===== config.mk =====
export PLATFORM = sky130hd
export DESIGN_NAME = vga_capture
export DESIGN_NICKNAME = d
export VERILOG_FILES = /design/src/rtl/vga_capture.sv
export SDC_FILE = /design/constraint.sdc
export NUM_CORES = 1
export LEC_CHECK = 0
export CORE_UTILIZATION = 51
export CTS_CLUSTER_DIAMETER = 100
export DETAILED_ROUTE_END_ITERATION = 12
export DONT_BUFFER_PORTS = 1
export HOLD_SLACK_MARGIN = 0.12
export PLACE_DENSITY = 0.62
export SYNTH_ARGS = -nofsm -noshare
export SYNTH_HDL_FRONTEND = slang
export SYNTH_SLANG_ARGS = --single-unit

===== constraint.sdc =====
create_clock -name i_clk_25M -period 2.53 [get_ports i_clk_25M]
set_clock_uncertainty 0.15 [all_clocks]
set_input_delay 0.253 -clock i_clk_25M [delete_from_list [all_inputs] [get_ports i_clk_25M]]
set_output_delay 0.253 -clock i_clk_25M [all_outputs]
set_load 0.01 [all_outputs]

===== src/rtl/vga_capture.sv =====
// Receive side of a VGA-timed link: recovers pixel coordinates, checks line/frame geometry,
// and forwards a qualified pixel stream once enough consecutive frames are geometrically clean.
module vga_capture #(
  parameter int H_ACT       = 640,
  parameter int V_ACT       = 480,
  parameter int LOCK_FRAMES = 2
) (
  input  logic       i_clk_25M,
  input  logic       i_rst,
  input  logic       i_hs,
  input  logic       i_vs,
  input  logic       i_blank_n,
  input  logic [7:0] i_r,
  input  logic [7:0] i_g,
  input  logic [7:0] i_b,
  output logic       o_pix_valid,
  output logic [9:0] o_pix_x,
  output logic [9:0] o_pix_y,
  output logic [7:0] o_r,
  output logic [7:0] o_g,
  output logic [7:0] o_b,
  output logic       o_sof,
  output logic       o_eol,
  output logic       o_locked,
  output logic       o_err
);

  typedef enum logic [1:0] {IDLE, TRAIN, LOCK} state_t;

  typedef struct packed {
    logic [7:0] r;
    logic [7:0] g;
    logic [7:0] b;
  } rgb_t;

  localparam logic [9:0] H_ACT_C  = 10'(H_ACT);
  localparam logic [9:0] H_LAST_C = 10'(H_ACT - 1);
  localparam logic [9:0] V_ACT_C  = 10'(V_ACT);
  localparam logic [9:0] CNT_MAX  = 10'h3FF;
  localparam logic [3:0] LOCK_C   = 4'(LOCK_FRAMES);

  // stage 1: input registers and sync-edge history
  logic hs_s1, vs_s1, blank_s1;
  logic vs_hist, blank_hist;
  rgb_t rgb_s1;

  always_ff @(posedge i_clk_25M) begin
    if (i_rst) begin
      hs_s1      <= 1'b1;
      vs_s1      <= 1'b1;
      blank_s1   <= 1'b0;
      rgb_s1     <= '0;
      vs_hist    <= 1'b1;
      blank_hist <= 1'b1;
    end else begin
      hs_s1      <= i_hs;
      vs_s1      <= i_vs;
      blank_s1   <= i_blank_n;
      rgb_s1     <= '{r: i_r, g: i_g, b: i_b};
      vs_hist    <= vs_s1;
      blank_hist <= blank_s1;
    end
  end

  // HS is carried through stage 1 but not checked.
  logic hs_unused;
  assign hs_unused = hs_s1;

  logic vs_fall, blank_fall;
  assign vs_fall    = vs_hist & ~vs_s1;
  assign blank_fall = blank_hist & ~blank_s1;

  // position counters; x_cnt/y_cnt hold the coordinate of the current stage-1 pixel
  logic [9:0] x_cnt, y_cnt;

  always_ff @(posedge i_clk_25M) begin
    if (i_rst) begin
      x_cnt <= '0;
      y_cnt <= '0;
    end else if (vs_fall) begin
      x_cnt <= '0;
      y_cnt <= '0;
    end else if (blank_fall) begin
      x_cnt <= '0;
      if (y_cnt != CNT_MAX) y_cnt <= y_cnt + 10'd1;
    end else if (blank_s1) begin
      if (x_cnt != CNT_MAX) x_cnt <= x_cnt + 10'd1;
    end
  end

  logic line_err, extra_line_err, vs_err, geo_err;
  assign line_err       = blank_fall & (x_cnt != H_ACT_C);
  assign extra_line_err = blank_s1 & (y_cnt >= V_ACT_C);
  assign vs_err         = vs_fall & ((y_cnt != V_ACT_C) | blank_s1);
  assign geo_err        = line_err | extra_line_err | vs_err;

  // FSM; frame_bad marks a training frame already known to be broken
  state_t     state_q, state_d;
  logic [3:0] good_q, good_d;
  logic       bad_q, bad_d;
  logic       fwd, err_pulse;
  logic [3:0] good_inc;

  assign good_inc = good_q + 4'd1;

  always_ff @(posedge i_clk_25M) begin
    if (i_rst) begin
      state_q <= IDLE;
      good_q  <= '0;
      bad_q   <= 1'b0;
    end else begin
      state_q <= state_d;
      good_q  <= good_d;
      bad_q   <= bad_d;
    end
  end

  always_comb begin
    state_d   = state_q;
    good_d    = good_q;
    bad_d     = bad_q;
    fwd       = 1'b0;
    err_pulse = 1'b0;
    case (state_q)
      IDLE: begin
        if (vs_fall) begin
          state_d = TRAIN;
          good_d  = '0;
          bad_d   = 1'b0;
        end
      end
      TRAIN: begin
        if (vs_fall) begin
          // an error on the closing VS edge still spoils the finished frame
          bad_d = 1'b0;
          if (geo_err || bad_q) begin
            good_d = '0;
          end else begin
            good_d = good_inc;
            if (good_inc >= LOCK_C) state_d = LOCK;
          end
        end else if (geo_err) begin
          good_d = '0;
          bad_d  = 1'b1;
        end
      end
      LOCK: begin
        if (geo_err) begin
          err_pulse = 1'b1;
          good_d    = '0;
          state_d   = TRAIN;
          bad_d     = ~vs_fall;
        end else begin
          fwd = blank_s1;
        end
      end
      default: begin
        state_d = IDLE;
        good_d  = '0;
        bad_d   = 1'b0;
      end
    endcase
  end

  // stage 2: registered outputs, zeroed whenever the pixel is not forwarded
  always_ff @(posedge i_clk_25M) begin
    if (i_rst) begin
      o_pix_valid <= 1'b0;
      o_pix_x     <= '0;
      o_pix_y     <= '0;
      o_r         <= '0;
      o_g         <= '0;
      o_b         <= '0;
      o_sof       <= 1'b0;
      o_eol       <= 1'b0;
      o_err       <= 1'b0;
    end else begin
      o_pix_valid <= fwd;
      o_pix_x     <= fwd ? x_cnt : '0;
      o_pix_y     <= fwd ? y_cnt : '0;
      o_r         <= fwd ? rgb_s1.r : '0;
      o_g         <= fwd ? rgb_s1.g : '0;
      o_b         <= fwd ? rgb_s1.b : '0;
      o_sof       <= fwd & (x_cnt == '0) & (y_cnt == '0);
      o_eol       <= fwd & (x_cnt == H_LAST_C);
      o_err       <= err_pulse;
    end
  end

  assign o_locked = (state_q == LOCK);

endmodule


=== Word level (Yosys, flattened, before mapping) ===
Cells that the tools add are included.

* Output and inout bits: 49
* Register bits after elaboration: 103
* Input bits: 29

* Mux-type cells: 19
* Equality and inequality tests: 13
* Bitwise gates (word level): 16
* Order comparisons: 2
* Reductions and logical operators: 12
* Add/sub/neg operators: 3

{| class="wikitable"
|+ Operator list
! kind !! count
|-
| 10-bit inequality test, second input constant || 3
|-
| 10-bit by 1-bit adder with 10-bit output, second input constant || 2
|-
| 10-bit logical NOT || 2
|-
| 4-bit two-way mux || 4
|-
| 4-bit case mux with 3 select lines || 1
|-
| 10-bit equality test, second input constant || 1
|-
| 10-bit by 9-bit greater-or-equal comparator with 1-bit output, second input constant || 1
|-
| 2-bit two-way mux || 5
|-
| 10-bit by 9-bit inequality test with 1-bit output, second input constant || 1
|-
| 1-bit AND || 8
|-
| 2-bit inequality test, second input constant || 4
|-
| 1-bit two-way mux || 7
|-
| 2-bit case mux with 3 select lines || 1
|-
| 2-bit OR reduction || 3
|-
| 1-bit inverter || 5
|-
| 5-bit AND reduction || 1
|-
| 4-bit by 1-bit adder with 4-bit output, second input constant || 1
|-
| 4-bit by 2-bit greater-or-equal comparator with 1-bit output, second input constant || 1
|-
| 2-bit AND reduction || 2
|-
| 3-bit inequality test, second input constant || 1
|-
| 1-bit OR || 3
|-
| 1-bit case mux with 3 select lines || 1
|-
| 3-bit AND reduction || 1
|-
| 3-bit OR reduction || 1
|-
| 5 further kinds || 5
|}

=== Logic depth before layout (Yosys ltp) ===
* Depth in word-level cells: 9
* Mapped depth: 7
* Depth with buffers taken out: 7

=== Worst setup path before layout ===
No wires, ideal clock.

* Path type: register to register
* Start: register y_cnt[0]
* End: register state_q[0]
* Cell stages (with the launch flop): 8
* Period minus slack after synthesis: 2.201 ns
* Data required time: 2.257 ns
* Arrival: 1.928 ns
* Slack: 0.329 ns
* Library setup time: 0.123 ns
* Cell sequence: dfxtp_1 inv_1 ha_1 or4b_4 o41ai_2 o211ai_1 a22oi_2 mux2_1

* Cells in the longest elaborated chain, start to end: 7
* Elaborated cells on any way between the ends: 11
* Classes of those cells: order compare (1); eq/ne (3); bitwise (5); reduce/logical (2)

{| class="wikitable"
|+ Ends and longest elaborated chain
! element !! line !! source
|-
| start, declared || 74 || <nowiki>logic [9:0] x_cnt, y_cnt;</nowiki>
|-
| start signal, assigned || 85 || <nowiki>if (y_cnt != CNT_MAX) y_cnt <= y_cnt + 10'd1;</nowiki>
|-
| 10-bit by 9-bit greater-or-equal comparator with 1-bit output or 10-bit by 9-bit inequality test with 1-bit output (tied branches) || 93, 94 ||
|-
| 1-bit AND or 1-bit OR (tied branches) || 93, 94 ||
|-
| 1-bit OR or 1-bit AND (tied branches) || 95, 94 ||
|-
| 1-bit OR * || 95 || <nowiki>assign geo_err = line_err | extra_line_err | vs_err;</nowiki>
|-
| 1-bit logical OR || 136 || <nowiki>if (geo_err || bad_q) begin</nowiki>
|-
| 2-bit inequality test (no source line) || n/a ||
|-
| 5-bit AND reduction (no source line) * || n/a ||
|-
| end signal, assigned || 112 || <nowiki>state_q <= state_d;</nowiki>
|-
| end, declared || 98 || <nowiki>state_t state_q, state_d;</nowiki>
|}

Every way passes the cells marked *; elsewhere a longest branch is shown, timed or not.
A chain may end at the register's enable or synchronous reset.

=== Final worst setup path ===
Same ends and word-level chain as after synthesis.

==> parameters.txt <==
Parameter                              Value

Status
  Run status    finished clean

Finish
  Layout Cells excl Fill    498
  # diodes    0
  Area Growth Syn to Fin    18.14%
  Nets@finish    roughly 440
  Fin area    4392 sq um
  Fraction of layout instances using a drive strength above 1    0.1045
  Leading cell type in the layout, fill and taps excluded    sky130_fd_sc_hd__dfxtp_1
  Commonest non-fill, non-tap cells in the layout    sky130_fd_sc_hd__dfxtp_1, sky130_fd_sc_hd__and2_1, sky130_fd_sc_hd__dlygate4sd3_1

Yosys
  Primary FF master, synth    sky130_fd_sc_hd__dfxtp_1
  Cells after Synth    357
  Share of flip-flops with an asynchronous set or reset    0
  Netlist Area Pre-Place    around 3700 sq um
  Flop and latch count out of synthesis    roughly 100
  Number of distinct library cells after synthesis    53
  Average footprint of a synthesized cell    approximately 10 sq um
  Post-synth EDFFs    0
  Yosys warns    0
  Share of the yosys chip area belonging to registers    0.5547
  Post-Synthesis Net Count    396

Routing
  DRC violations left    0
  Post-detailed-route via-to-cell ratio    4.986
  Via count    2,483
  Total Wirelength    6.657 mm
  Initial drt markers    60
  Wire length per cell after detailed routing    13.37 microns
  Initial DRT Pass Iterations    4
  Remaining antenna violation count    0

Floorplanning
  Row count    30
  Starting density of the core    0.5382
  Count of pins on the block boundary    78
  Overall die area    7634 sq um
  Die height    87.38 microns
  X dimension of the die    87.38 microns
  Area of the core region    6907 sq um

Setup path
  Start of the worst register-to-register path    y_cnt[0]$_SDFFE_PP0P_
  Number of buffers and inverters on the critical path    1
  Category of cells accounting for the largest share of critical-path delay    compound AO/OA/AOI/OAI gates
  Crit Path Max Fanout    5
  Flop-to-flop setup slack    0.16 ns
  Crit Path Category    flop to flop
  R2R depth    7
  Critical path endpoint    state_q[0]$_SDFFE_PP0P_
  Cell with the largest stage delay on the worst path    sky130_fd_sc_hd__or4b_4
  Sort of element at the end of the critical path    flop
  Number of cells on the critical path    7
  Required time of the critical path    between 2 and 3 ns
  Arr. time, crit path    2.48 ns
  Slowest stage delay, CP    roughly 0.50 ns
  Reg-to-Reg End    state_q[0]$_SDFFE_PP0P_
  Startpoint type of the worst setup path    flop
  Startpoint of the worst setup timing path    y_cnt[0]$_SDFFE_PP0P_
  CP cell instances    inv_1 > ha_1 > or4b_4 > o41ai_2 > o211ai_1 > a22oi_2 > mux2_1

Clocking
  Clock latency of the later-clocked register in the worst-skew pair    0.36 ns
  Post-CTS Setup Inserts    0
  Clock-pin slew on the worst setup and hold paths    ~0.10 ns
  CTS tree    yes
  Maximum count of clock buffers along a single path    2
  TritonCTS Buffers    9
  Clock net sink count    103
  Level count of the clock H-tree    3
  Root Buffer    sky130_fd_sc_hd__clkbuf_8
  # resized after CTS    0
  Hold buffer count at cts    35

Global route
  Via count of the first global-routing pass    2,313
  Largest net degree at the start of global routing    39
  Total global-route track usage    0.1906
  First-pass GRT wire length    10.92 mm
  Remaining global-route overflow    0
  Number of antenna violations at the first check in global routing    0

STA
  Time the final worst path needs with I/O delays and setup    2.368 ns
  FMAX    between 400 and 500 MHz
  Worst-Margin Slew    between 0.5 and 0.6 ns
  RSZ-0062 raised after global routing    false
  Number of setup violations in the final report    0
  Period utilisation layout    0.9359
  Setup TNS    0 ns
  Worst slew margin relative to its limit    0.6503
  Count of final hold-check violations    0
  Max-slew violation count    0

Job
  Max_cap viols    0

Power
  Switching share of power    0.2628
  Clock group share of total power    0.327
  Logic gate share of total power    0.103
  Internal power    2.185 mW
  Peak supply drop    roughly 0.37 mV
  Power spent charging and discharging nets    between 700 and 800 uW
  Standby leakage power    1.720 nW
  Sequential share of power    0.570
  Areal power density over the cells    674.8 nW/um^2

Worst hold path
  Type of the most critical hold path    input pin to flop
  Launch instance of the worst min-delay path    i_rst

Place
  RD Place Congestion    0.8240
  Number of buffers inserted by port buffering    0
  Post-place instance area    3841 sq um
  Total half-perimeter wirelength after legalization and detailed placement    4.278 mm
  Placed cells    approximately 450
layer usage:
metal / up-vias / global-route usage / wire [microns]
li1: 1275 / - / -
met1: 1136 / 0.2290 / 3024
met2: 60 / 0.3089 / 3143
met3: 12 / 0.05498 / 340
met4: 0 / 0.09985 / 149
met5: - / 0 / 0
worst min path at each step:
stage | end | cells after the start
floorplan | vs_s1$_SDFF_PP1_ | 1
global placement | bad_q$_SDFFE_PP0P_ | 1
detailed placement | bad_q$_SDFFE_PP0P_ | 1
CTS | y_cnt[8]$_SDFFE_PP0P_ | 2
global route | y_cnt[8]$_SDFFE_PP0P_ | 2
finish | y_cnt[8]$_SDFFE_PP0P_ | 2
power groups by stage:
stage	clock (mW)	combinational [mW]	sequential, mW
2_1_floorplan	0	0.213	1.72
3_3_place_gp	0	0.251	1.72
3_5_place_dp	0	0.253	1.73
4_1_cts	0.998	0.306	1.69
5_1_grt	1.06	0.339	1.69
6_report	0.970	0.306	1.69
sequential cells by signal, indices dropped and copies added (netlist names), 2 cells and up:
name and flops:
o_pix_y 10, good_q 4, o_pix_x 10, o_b 8
o_g 8, state_q 2, y_cnt 10, o_r 8
x_cnt 10, rgb_s1 24
cell families (layout without fill, tap and decap cells):
group	Yosys count	after routing	synth area share
and+or+nand+nor	171	171	0.2686
DFF	103	103	0.5547
AOI/OAI and AO/OA	27	27	0.06295
buffers and inverters	23	68	0.02592
xor gates and xnor gates	19	19	0.04477
adders and majority gates	10	10	0.03366
muxes	3	3	0.008415
other	1	1	0.001009
synthesized netlist by cell type (3+ instances only):
master                     number  area share
sky130_fd_sc_hd__xnor2_1        4      0.0094
sky130_fd_sc_hd__nand2b_1       9       0.015
sky130_fd_sc_hd__xor2_1        15       0.035
sky130_fd_sc_hd__and3_1         4      0.0067
sky130_fd_sc_hd__inv_1          9      0.0091
sky130_fd_sc_hd__nor2b_1       29       0.049
sky130_fd_sc_hd__nand2_1       11       0.011
sky130_fd_sc_hd__and2_1        42       0.071
sky130_fd_sc_hd__and4_1         3      0.0071
sky130_fd_sc_hd__nand4_1        7       0.012
sky130_fd_sc_hd__or2_2          3      0.0050
sky130_fd_sc_hd__nand3_1       14       0.019
sky130_fd_sc_hd__a21oi_1        6      0.0081
sky130_fd_sc_hd__nor4_1         6       0.010
sky130_fd_sc_hd__nor2_1        28       0.028
sky130_fd_sc_hd__clkbuf_1      10       0.010
sky130_fd_sc_hd__nor3_1         4      0.0054
sky130_fd_sc_hd__ha_1          10       0.034
sky130_fd_sc_hd__dfxtp_1      103        0.55
area by class of cell:
type	count	area, sq um
multi-input cells	231	1565
clock inverters	7	66.31
fillers	595	2515
well taps	96	120.1
clock buffers	9	123.9
flip-flops and latches	103	2062
inverters	9	33.78
repair buffers	43	420.4
per-stage QoR:
stage	hold WS [ns]	power [mW]	util	setup slack [ns]
after floorplan	0.2068	1.931	-	0.3287
after global placement	0.1786	1.975	0.5562	0.2233
after detailed placement	0.1822	1.980	0.5562	0.1640
after CTS	0.1880	2.993	0.6359	0.1422
after global routing	0.1990	3.098	0.6359	0.05114
final	0.1759	2.963	0.6359	0.1621
(Power assumes the default switching activity.)
